[src/rtl/jt51_eg_mon.sv]
// rtl/jt51_eg_mon.sv - EG attenuation stream demux into per-slot live/peak arrays with req/ack readback
module jt51_eg_mon #(
  parameter int ZERO_SLOT = 0,
  parameter int SLOTS     = 32
) (
  input  logic       rst,
  input  logic       clk,
  input  logic       cen,
  input  logic       zero,
  input  logic [9:0] eg_xi,
  input  logic       freeze,
  input  logic       peak_clr,
  input  logic       rd_req,
  input  logic       rd_sel,
  input  logic [4:0] rd_slot,
  output logic       rd_ack,
  output logic [9:0] rd_data,
  output logic       synced,
  output logic       busy
);

  localparam logic [4:0] ZS = 5'(ZERO_SLOT);

  typedef enum logic [1:0] {S_IDLE, S_FETCH, S_ACK} rd_state_t;

  logic [9:0] live [SLOTS];
  logic [9:0] peak [SLOTS];

  logic [4:0] slot_cnt, cur, clr_cnt;
  logic       freeze_act, clr_pend, clr_run;
  logic       frame_start, wr_en, freeze_eff, clr_eff, live_we, peak_we;

  rd_state_t  state, state_nx;
  logic       accept;
  logic       sel_q;
  logic [4:0] slot_q;
  logic [9:0] entry;

  // The frame-start cycle already carries slot ZERO_SLOT of the new frame, so it
  // must see the new freeze/clear decision for a snapshot to hold one whole frame.
  always_comb begin
    frame_start = cen & zero;
    cur         = zero ? ZS : slot_cnt;
    wr_en       = cen & synced;
    freeze_eff  = frame_start ? freeze : freeze_act;
    clr_eff     = clr_run | (frame_start & clr_pend);
    live_we     = wr_en & ~freeze_eff;
    peak_we     = wr_en & (clr_eff | (eg_xi < peak[cur]));
  end

  always_ff @(posedge clk) begin
    if (rst) begin
      slot_cnt   <= 5'd0;
      synced     <= 1'b0;
      freeze_act <= 1'b0;
      clr_pend   <= 1'b0;
      clr_run    <= 1'b0;
      clr_cnt    <= 5'd0;
      for (int i = 0; i < SLOTS; i++) begin
        live[i] <= 10'h3FF;
        peak[i] <= 10'h3FF;
      end
    end else begin
      if (cen) slot_cnt <= cur + 5'd1;
      if (frame_start) begin
        synced     <= 1'b1;
        freeze_act <= freeze;
      end
      if (live_we) live[cur] <= eg_xi;
      if (peak_we) peak[cur] <= eg_xi;
      // clr_run covers the frame-start cycle (via clr_eff) plus 31 further cen cycles
      if (frame_start && clr_pend) begin
        clr_run <= 1'b1;
        clr_cnt <= 5'd1;
      end else if (cen && clr_run) begin
        clr_cnt <= clr_cnt + 5'd1;
        if (clr_cnt == 5'd31) clr_run <= 1'b0;
      end
      if (frame_start && clr_pend) clr_pend <= 1'b0;
      if (peak_clr) clr_pend <= 1'b1;
    end
  end

  always_ff @(posedge clk) begin
    if (rst) state <= S_IDLE;
    else     state <= state_nx;
  end

  always_comb begin
    state_nx = state;
    accept   = 1'b0;
    case (state)
      S_IDLE:  if (rd_req && !busy) begin
                 accept   = 1'b1;
                 state_nx = S_FETCH;
               end
      S_FETCH: state_nx = S_ACK;
      S_ACK:   state_nx = S_IDLE;
      default: state_nx = S_IDLE;
    endcase
  end

  always_ff @(posedge clk) begin
    if (rst) begin
      busy    <= 1'b0;
      rd_ack  <= 1'b0;
      rd_data <= 10'h3FF;
      entry   <= 10'h3FF;
      sel_q   <= 1'b0;
      slot_q  <= 5'd0;
    end else begin
      rd_ack <= 1'b0;
      if (accept) begin
        busy   <= 1'b1;
        sel_q  <= rd_sel;
        slot_q <= rd_slot;
      end else if (state == S_IDLE) begin
        busy <= 1'b0;
      end
      if (state == S_FETCH) entry <= sel_q ? peak[slot_q] : live[slot_q];
      if (state == S_ACK) begin
        rd_data <= entry;
        rd_ack  <= 1'b1;
      end
    end
  end

endmodule
[config.mk]
export PLATFORM = sky130hd
export DESIGN_NAME = jt51_eg_mon
export DESIGN_NICKNAME = d
export VERILOG_FILES = /design/src/rtl/jt51_eg_mon.sv
export SDC_FILE = /design/constraint.sdc
export NUM_CORES = 1
export LEC_CHECK = 0
export CAP_MARGIN = 20
export CORE_ASPECT_RATIO = 0.7
export CORE_MARGIN = 10
export CORE_UTILIZATION = 60
export DETAILED_ROUTE_END_ITERATION = 6
export DONT_BUFFER_PORTS = 1
export PLACE_DENSITY = 0.76
export SYNTH_ARGS = -nofsm -noshare
export SYNTH_HDL_FRONTEND = slang
export SYNTH_SLANG_ARGS = --single-unit
[constraint.sdc]
create_clock -name clk -period 7.3 [get_ports clk]
set_input_delay 1.825 -clock clk [delete_from_list [all_inputs] [get_ports clk]]
set_output_delay 1.825 -clock clk [all_outputs]
set_load 0.05 [all_outputs]
==> results of run 1 <==
## layer usage
metal / up-vias / routed length (um) / global-route usage
li1: 9527 / - / -
met5: - / 146 / 0.009859
met2: 2018 / 41780 / 0.4131
met3: 179 / 20680 / 0.1620
met1: 11760 / 40560 / 0.4532
met4: 6 / 2152 / 0.06133
## where the power goes
part / switching [uW] / total, uW / leakage, uW / internal, uW
logic: 334 / 523 / 0.00344 / 189
clock network: 1570 / 3430 / 0.00106 / 1860
registers: 71.8 / 4420 / 0.00520 / 4350
total: 1970 / 8370 / 0.00970 / 6400
## worst reg2reg max path, stage by stage (launching register included)
cell,delay [ps]
dfxtp_4,660
nor2b_4,340
buf_4,340
mux4_2,620
o41ai_1,530
nor2_1,80
o21ai_0,270
ha_1,300
o21ai_0,170
o21bai_1,80
a211o_1,320
and2_1,330
nor4_4,480
buf_12,290
a21o_1,460
## cells by family (layout without fill, tap and decap cells)
kind of cell,count (synthesis),count (layout),share of synthesized area
xor gates and xnor gates,1,1,0.0002536
buffers and inverters,297,205,0.03608
muxes,257,257,0.1468
AOI/OAI and AO/OA,265,265,0.05727
and+or+nand+nor,1101,1101,0.1693
DFF,689,689,0.5848
adders and majority gates,15,15,0.005434
## registers in the layout, indices dropped and copies added, names as in the netlist, 2 cells and up, named ones only
signal,flops
live,320
peak,320
clr_cnt,5
slot_q,5
state,2
entry,10
rd_data,10
slot_cnt,5
## final cells by class
type / count / area (um2) / share of cell area
Clock inverter: 37 / 244.0 / 0.006566
Multi-Input combinational cell: 1639 / 13150 / 0.3538
Inverter: 8 / 31.28 / 0.0008418
Sequential cell: 689 / 20210 / 0.5440
Tap cell: 750 / 938.4 / 0.02525
Timing Repair Buffer: 72 / 683.2 / 0.01839
Clock buffer: 88 / 1901 / 0.05115
## path summary, 6_finish.rpt
kind                       startpoint                       end  slack (ps)  cells after the start
max                              zero  peak[7][1]$_SDFFCE_PN1P_        1240                     14
min reg2reg     freeze_act$_SDFF_PP0_     freeze_act$_SDFF_PP0_         460                      2
max reg2reg  slot_cnt[0]$_SDFFE_PP0P_  peak[7][1]$_SDFFCE_PN1P_        1670                     14
min             freeze_act$_SDFF_PP0_     freeze_act$_SDFF_PP0_         460                      2
## cell usage after synthesis, drive strengths merged (3+ instances only)
cell type,number
or3b,3
nand3b,3
clkbuf,174
a21o,10
inv,8
o22ai,32
a31oi,44
mux2i,52
nand3,167
a221oi,16
mux2,6
or2,306
nor3,17
a22oi,10
nor2,71
a41o,19
dfxtp,49
a211oi,47
o41ai,8
and3,9
ha,15
nand2,294
a21oi,15
and2,46
buf,115
mux4,199
nor4,12
o21ai,19
a32oi,10
o221ai,10
a211o,12
edfxtp,640
nor2b,98
a31o,4
nand2b,62
## stage by stage
stage,power [uW],hold slack [ps],cell area (um2)
after global routing,8572,481.7,37160
after detailed placement,5014,456.4,34990
after CTS,8363,463.9,37130
after floorplan,4877,431.8,34540
after global placement,5003,436.0,34980
final,8375,463.5,37160
==> impl_metrics.py, run 1 <==
metrics = {
    "detailed_routing": {
        "viasPerCell": 7.155,
        "routed_wl_um": 105300,
        "initialDrtViolationCount": 4071,
        "wl_per_cell_um": 32.08,
        "routed-via-count": 23490,
        "post-route-drc-count": 0,
        "ant_nets": 0,
        "drtPass1Iterations": 6,
    },
    "sta": {
        "min_period_over_period": 0.8299,
        "setup_ws_ps": 1241,
        "max_freq_ghz": 0.1651,
        "slew_violations": 0,
        "slew_headroom": 0.2573,
        "worstMarginPinSlew_ps": 1109,
        "tns_ps": 0,
        "layout_min_cycle_time_ps": 6059,
        "rsz0062_at_grt": "no",
        "setup_viol": 0,
        "clock-skew-final_ps": 27.90,
        "hold_violations": 0,
    },
    "place": {
        "placed_cells": 3157,
        "numPortBuffers": 0,
        "post-place-ws_ps": 753.4,
        "gp_congestion": 1.032,
        "dp_hpwl_um": 72060,
    },
    "finish": {
        "area_growth_pct": 7.586,
        "layout_common_cells": "edfxtp_1, or2_2, nand2_1",
        "antenna_cells": 0,
        "drive_gt1_frac": 0.2823,
        "final_cells": 3283,
        "fill_cells": 4073,
        "nets": 2517,
        "fin_util": 0.6530,
        "layout_commonest_cell": "edfxtp_1",
    },
    "clock_network": {
        "post_cts_buffers": 0,
        "ctsHtreeMaxLevel": 3,
        "cts_tree": "built",
        "cts_resized": 0,
        "clock_sinks": 689,
        "cts-root-buf": "clkbuf_16",
        "cts_buffers": 69,
        "clk_path_buf_depth": 3,
        "clkLatencyLatePin_ps": 640,
        "holdBufCountCts": 0,
        "clk_pin_slew_ps": 60,
    },
    "critical_path": {
        "critPathMostFrequentCell": "o21ai_0",
        "setup.worst_path.start_class": "input port",
        "worstPathRequired_ps": 7570,
        "path_max_fanout": 44,
        "worstPathArrival_ps": 6330,
        "cp-end-kind": "flop",
        "slowest_delay_ps": 610,
        "crit_buf_inv": 2,
        "path_cells": "nor2b_4 -> buf_4 -> mux4_2 -> o41ai_1 -> nor2_1 -> o21ai_0 -> ha_1 -> o21ai_0 -> o21bai_1 -> a211o_1 -> and2_1 -> nor4_4 -> buf_12 -> a21o_1",
        "path_delay_family": "compound AO/OA/AOI/OAI gates",
        "crit_path_top_delay_cell": "mux4_2",
        "criticalPathCategory": "input port to flop",
    },
    "global_route": {
        "grt_pass1_wl_um": 154100,
        "grt.overflow.total": 0,
        "grt_max_degree": 106,
        "grt_pass1_vias": 22207,
        "antenna_found_initial": 3,
        "grt.total_usage": 0.3123,
    },
    "yosys": {
        "synth_cell_type_count": 69,
        "yosys_warnings": 0,
        "ys_ff_latch": 689,
        "synth_nets": 2663,
        "synth.area.top_cells": "edfxtp_1, mux4_2, or2_2",
        "synth_flop_cell": "edfxtp_1",
        "synthArstFlopShare": 0,
        "synth_top_cell_by_area": "edfxtp_1",
        "seq_area_frac_synth": 0.5848,
        "synth_cells": 2625,
        "netlist_area_um2": 34540,
        "yosysTopAreaCellShare": 0.5564,
        "avgSynthCellArea_um2": 13.16,
        "synth_edf_count": 640,
    },
    "pwr": {
        "p_leak_uw": 0.009700,
        "power_density_nw_per_um2": 225.4,
        "vdd_ir_drop_max_uv": 256.5,
    },
    "floorplanning": {
        "rows": 73,
        "coreArea_um2": 56900,
        "dieArea_um2": 67710,
        "pin_count": 36,
        "start_util": 0.6070,
        "die_y_um": 220.7,
        "die_w_um": 306.8,
    },
    "status": {
        "status": "complete, no violations",
    },
    "job": {
        "maxCapViolCount": 0,
    },
    "hold_path": {
        "min-delay-path-class": "flop to flop",
    },
}
Note: power is estimated with default switching activity, not from simulation.
==> run 2, diff against run 1 <==
==> constraint.sdc (replaced) <==
create_clock -name clk -period 6.2 [get_ports clk]
set_input_delay 1.55 -clock clk [delete_from_list [all_inputs] [get_ports clk]]
set_output_delay 1.55 -clock clk [all_outputs]
set_load 0.05 [all_outputs]
==> impl_metrics.py, run 2 (same netlist as run 1, synthesis figures left out) <==
metrics = {
    "critical_path": {
        "worstPathArrival_ps": 6100,
        "worstPathRequired_ps": 6540,
        "cp-end-kind": "flop",
        "setup.worst_path.start_class": "input port",
        "path_max_fanout": 32,
        "criticalPathCategory": "input port to flop",
    },
    "finish": {
        "area_growth_pct": 9.977,
        "multi_input_area_um2": 13150,
        "final_cells": 3355,
        "fin_util": 0.6675,
        "layout_commonest_cell": "edfxtp_1",
        "layout_common_cells": "edfxtp_1, or2_2, nand2_1",
        "seq_area_um2": 20210,
        "nets": 2592,
        "drive_gt1_frac": 0.2993,
        "fill_cells": 3977,
        "reg.largest.list": "live x320, peak x320",
    },
    "clock_network": {
        "ctsHtreeMaxLevel": 3,
        "cts_tree": "built",
        "post_cts_buffers": 0,
        "holdBufCountCts": 0,
        "cts_buffers": 68,
        "cts-root-buf": "clkbuf_16",
        "cts_resized": 0,
        "clock_sinks": 689,
        "clkLatencyLatePin_ps": 640,
        "clk_pin_slew_ps": 60,
        "clk_path_buf_depth": 3,
    },
    "sta": {
        "min_period_over_period": 0.9279,
        "layout_min_cycle_time_ps": 5753,
        "rsz0062_at_grt": "no",
        "hold_violations": 0,
        "slew_violations": 0,
        "setup_viol": 0,
        "worstMarginPinSlew_ps": 1129,
        "slew_headroom": 0.2407,
        "tns_ps": 0,
        "clock-skew-final_ps": 33.95,
        "max_freq_ghz": 0.1738,
    },
    "global_route": {
        "grt_pass1_wl_um": 158700,
        "grt.overflow.total": 0,
        "grt_pass1_vias": 22590,
        "grt_max_degree": 135,
        "antenna_found_initial": 4,
        "grt.total_usage": 0.3232,
    },
    "detailed_routing": {
        "post-route-drc-count": 11,
        "routed-via-count": 24107,
        "wl_per_cell_um": 32.56,
        "ant_nets": 0,
        "initialDrtViolationCount": 4245,
        "drtPass1Iterations": 7,
        "viasPerCell": 7.185,
        "routed_wl_um": 109200,
    },
    "pwr": {
        "vdd_ir_drop_max_uv": 258.7,
        "netSwitchingFraction": 0.2338,
        "p_seq_frac": 0.522,
        "power_density_nw_per_um2": 262.0,
        "p_sw_uw": 2327,
        "p_clk_frac": 0.409,
        "pwr-share-comb": 0.069,
        "p_leak_uw": 0.01013,
        "power.internal_uw": 7625,
    },
    "place": {
        "numPortBuffers": 0,
        "gp_congestion": 0.9837,
        "dp_hpwl_um": 75540,
        "placed_cells": 3234,
    },
    "floorplanning": {
        "pin_count": 36,
        "dieArea_um2": 67710,
        "coreArea_um2": 56900,
        "rows": 73,
        "start_util": 0.6070,
        "die_y_um": 220.7,
        "die_w_um": 306.8,
    },
    "status": {
        "violations": "design-rule violations",
        "status": "finished with violations",
    },
    "job": {
        "maxCapViolCount": 0,
    },
    "hold_path": {
        "min-delay-path-class": "flop to flop",
    },
}
==> run 2: changes by cell type in the layout (fill, tap and decap cells not counted), sizes merged <==
cell / before / now
clkinv: 32 / 22
bufinv: 0 / 3
buf: 72 / 148
clkbuf: 88 / 90
clkinvlp: 2 / 1
diode: 0 / 2
==> run 2: path summary, 6_finish.rpt <==
| kind | from | endpoint | slack, ps | depth (start not counted) |
|---|---|---|---|---|
| worst max register to register | slot_cnt[3]$_SDFFE_PP0P_ | peak[13][9]$_SDFFCE_PN1P_ | 890 | 17 |
| worst min register to register | freeze_act$_SDFF_PP0_ | freeze_act$_SDFF_PP0_ | 460 | 2 |
| worst min-delay path | freeze_act$_SDFF_PP0_ | freeze_act$_SDFF_PP0_ | 460 | 2 |
| worst max-delay path | zero | peak[13][9]$_SDFFCE_PN1P_ | 450 | 17 |
==> run 2: final cells by class <==
class | count | area share
Clock inverter | 29 | 0.007379
Tap cell | 750 | 0.02471
Timing Repair Buffer | 148 | 0.04006
Multi-Input combinational cell | 1639 | 0.3461
Sequential cell | 689 | 0.5322
Clock buffer | 90 | 0.04862
Inverter | 8 | 0.0008235
Antenna cell | 2 | 0.0001318
==> run 2: per-layer routing <==
layer / global-route usage / wire [um]
met5: 0 / 65
met4: 0.08074 / 2688
met3: 0.1448 / 20810
met2: 0.4344 / 44220
met1: 0.4727 / 41450
==> run 2: worst max-delay path, cell delays in order <==
cell and delay [ps]:
nor2b_4 130, buf_4 210, buf_4 200, mux4_2 540, o41ai_1 820, nor2_1 90, o21ai_0 240, buf_4 170
ha_1 240, o21ai_0 170, o21bai_1 90, a211o_1 320, and2_1 330, nor3_4 230, buf_12 230, buf_4 350
nand3_1 150
==> run 2: power by group through the flow <==
stage	combinational, uW	clock, uW	sequential [uW]
finish	689	4070	5190
global route	720	4270	5200
CTS	675	4070	5190
detailed placement	673	0	5290
global placement	660	0	5280
floorplan	491	0	5250
==> run 2: through the flow <==
| stage | hold WS [ps] | area [um2] | setup WS, ps | power (uW) |
|---|---|---|---|---|
| finish | 460.1 | 37980 | 446.9 | 9952 |
| global route | 478.1 | 37980 | 400.4 | 10180 |
| CTS | 455.4 | 37980 | 704.9 | 9932 |
| detailed placement | 444.7 | 35850 | 73.67 | 5963 |
| global placement | 436.5 | 35850 | 161.4 | 5945 |
| floorplan | 431.8 | 34540 | 595.2 | 5739 |
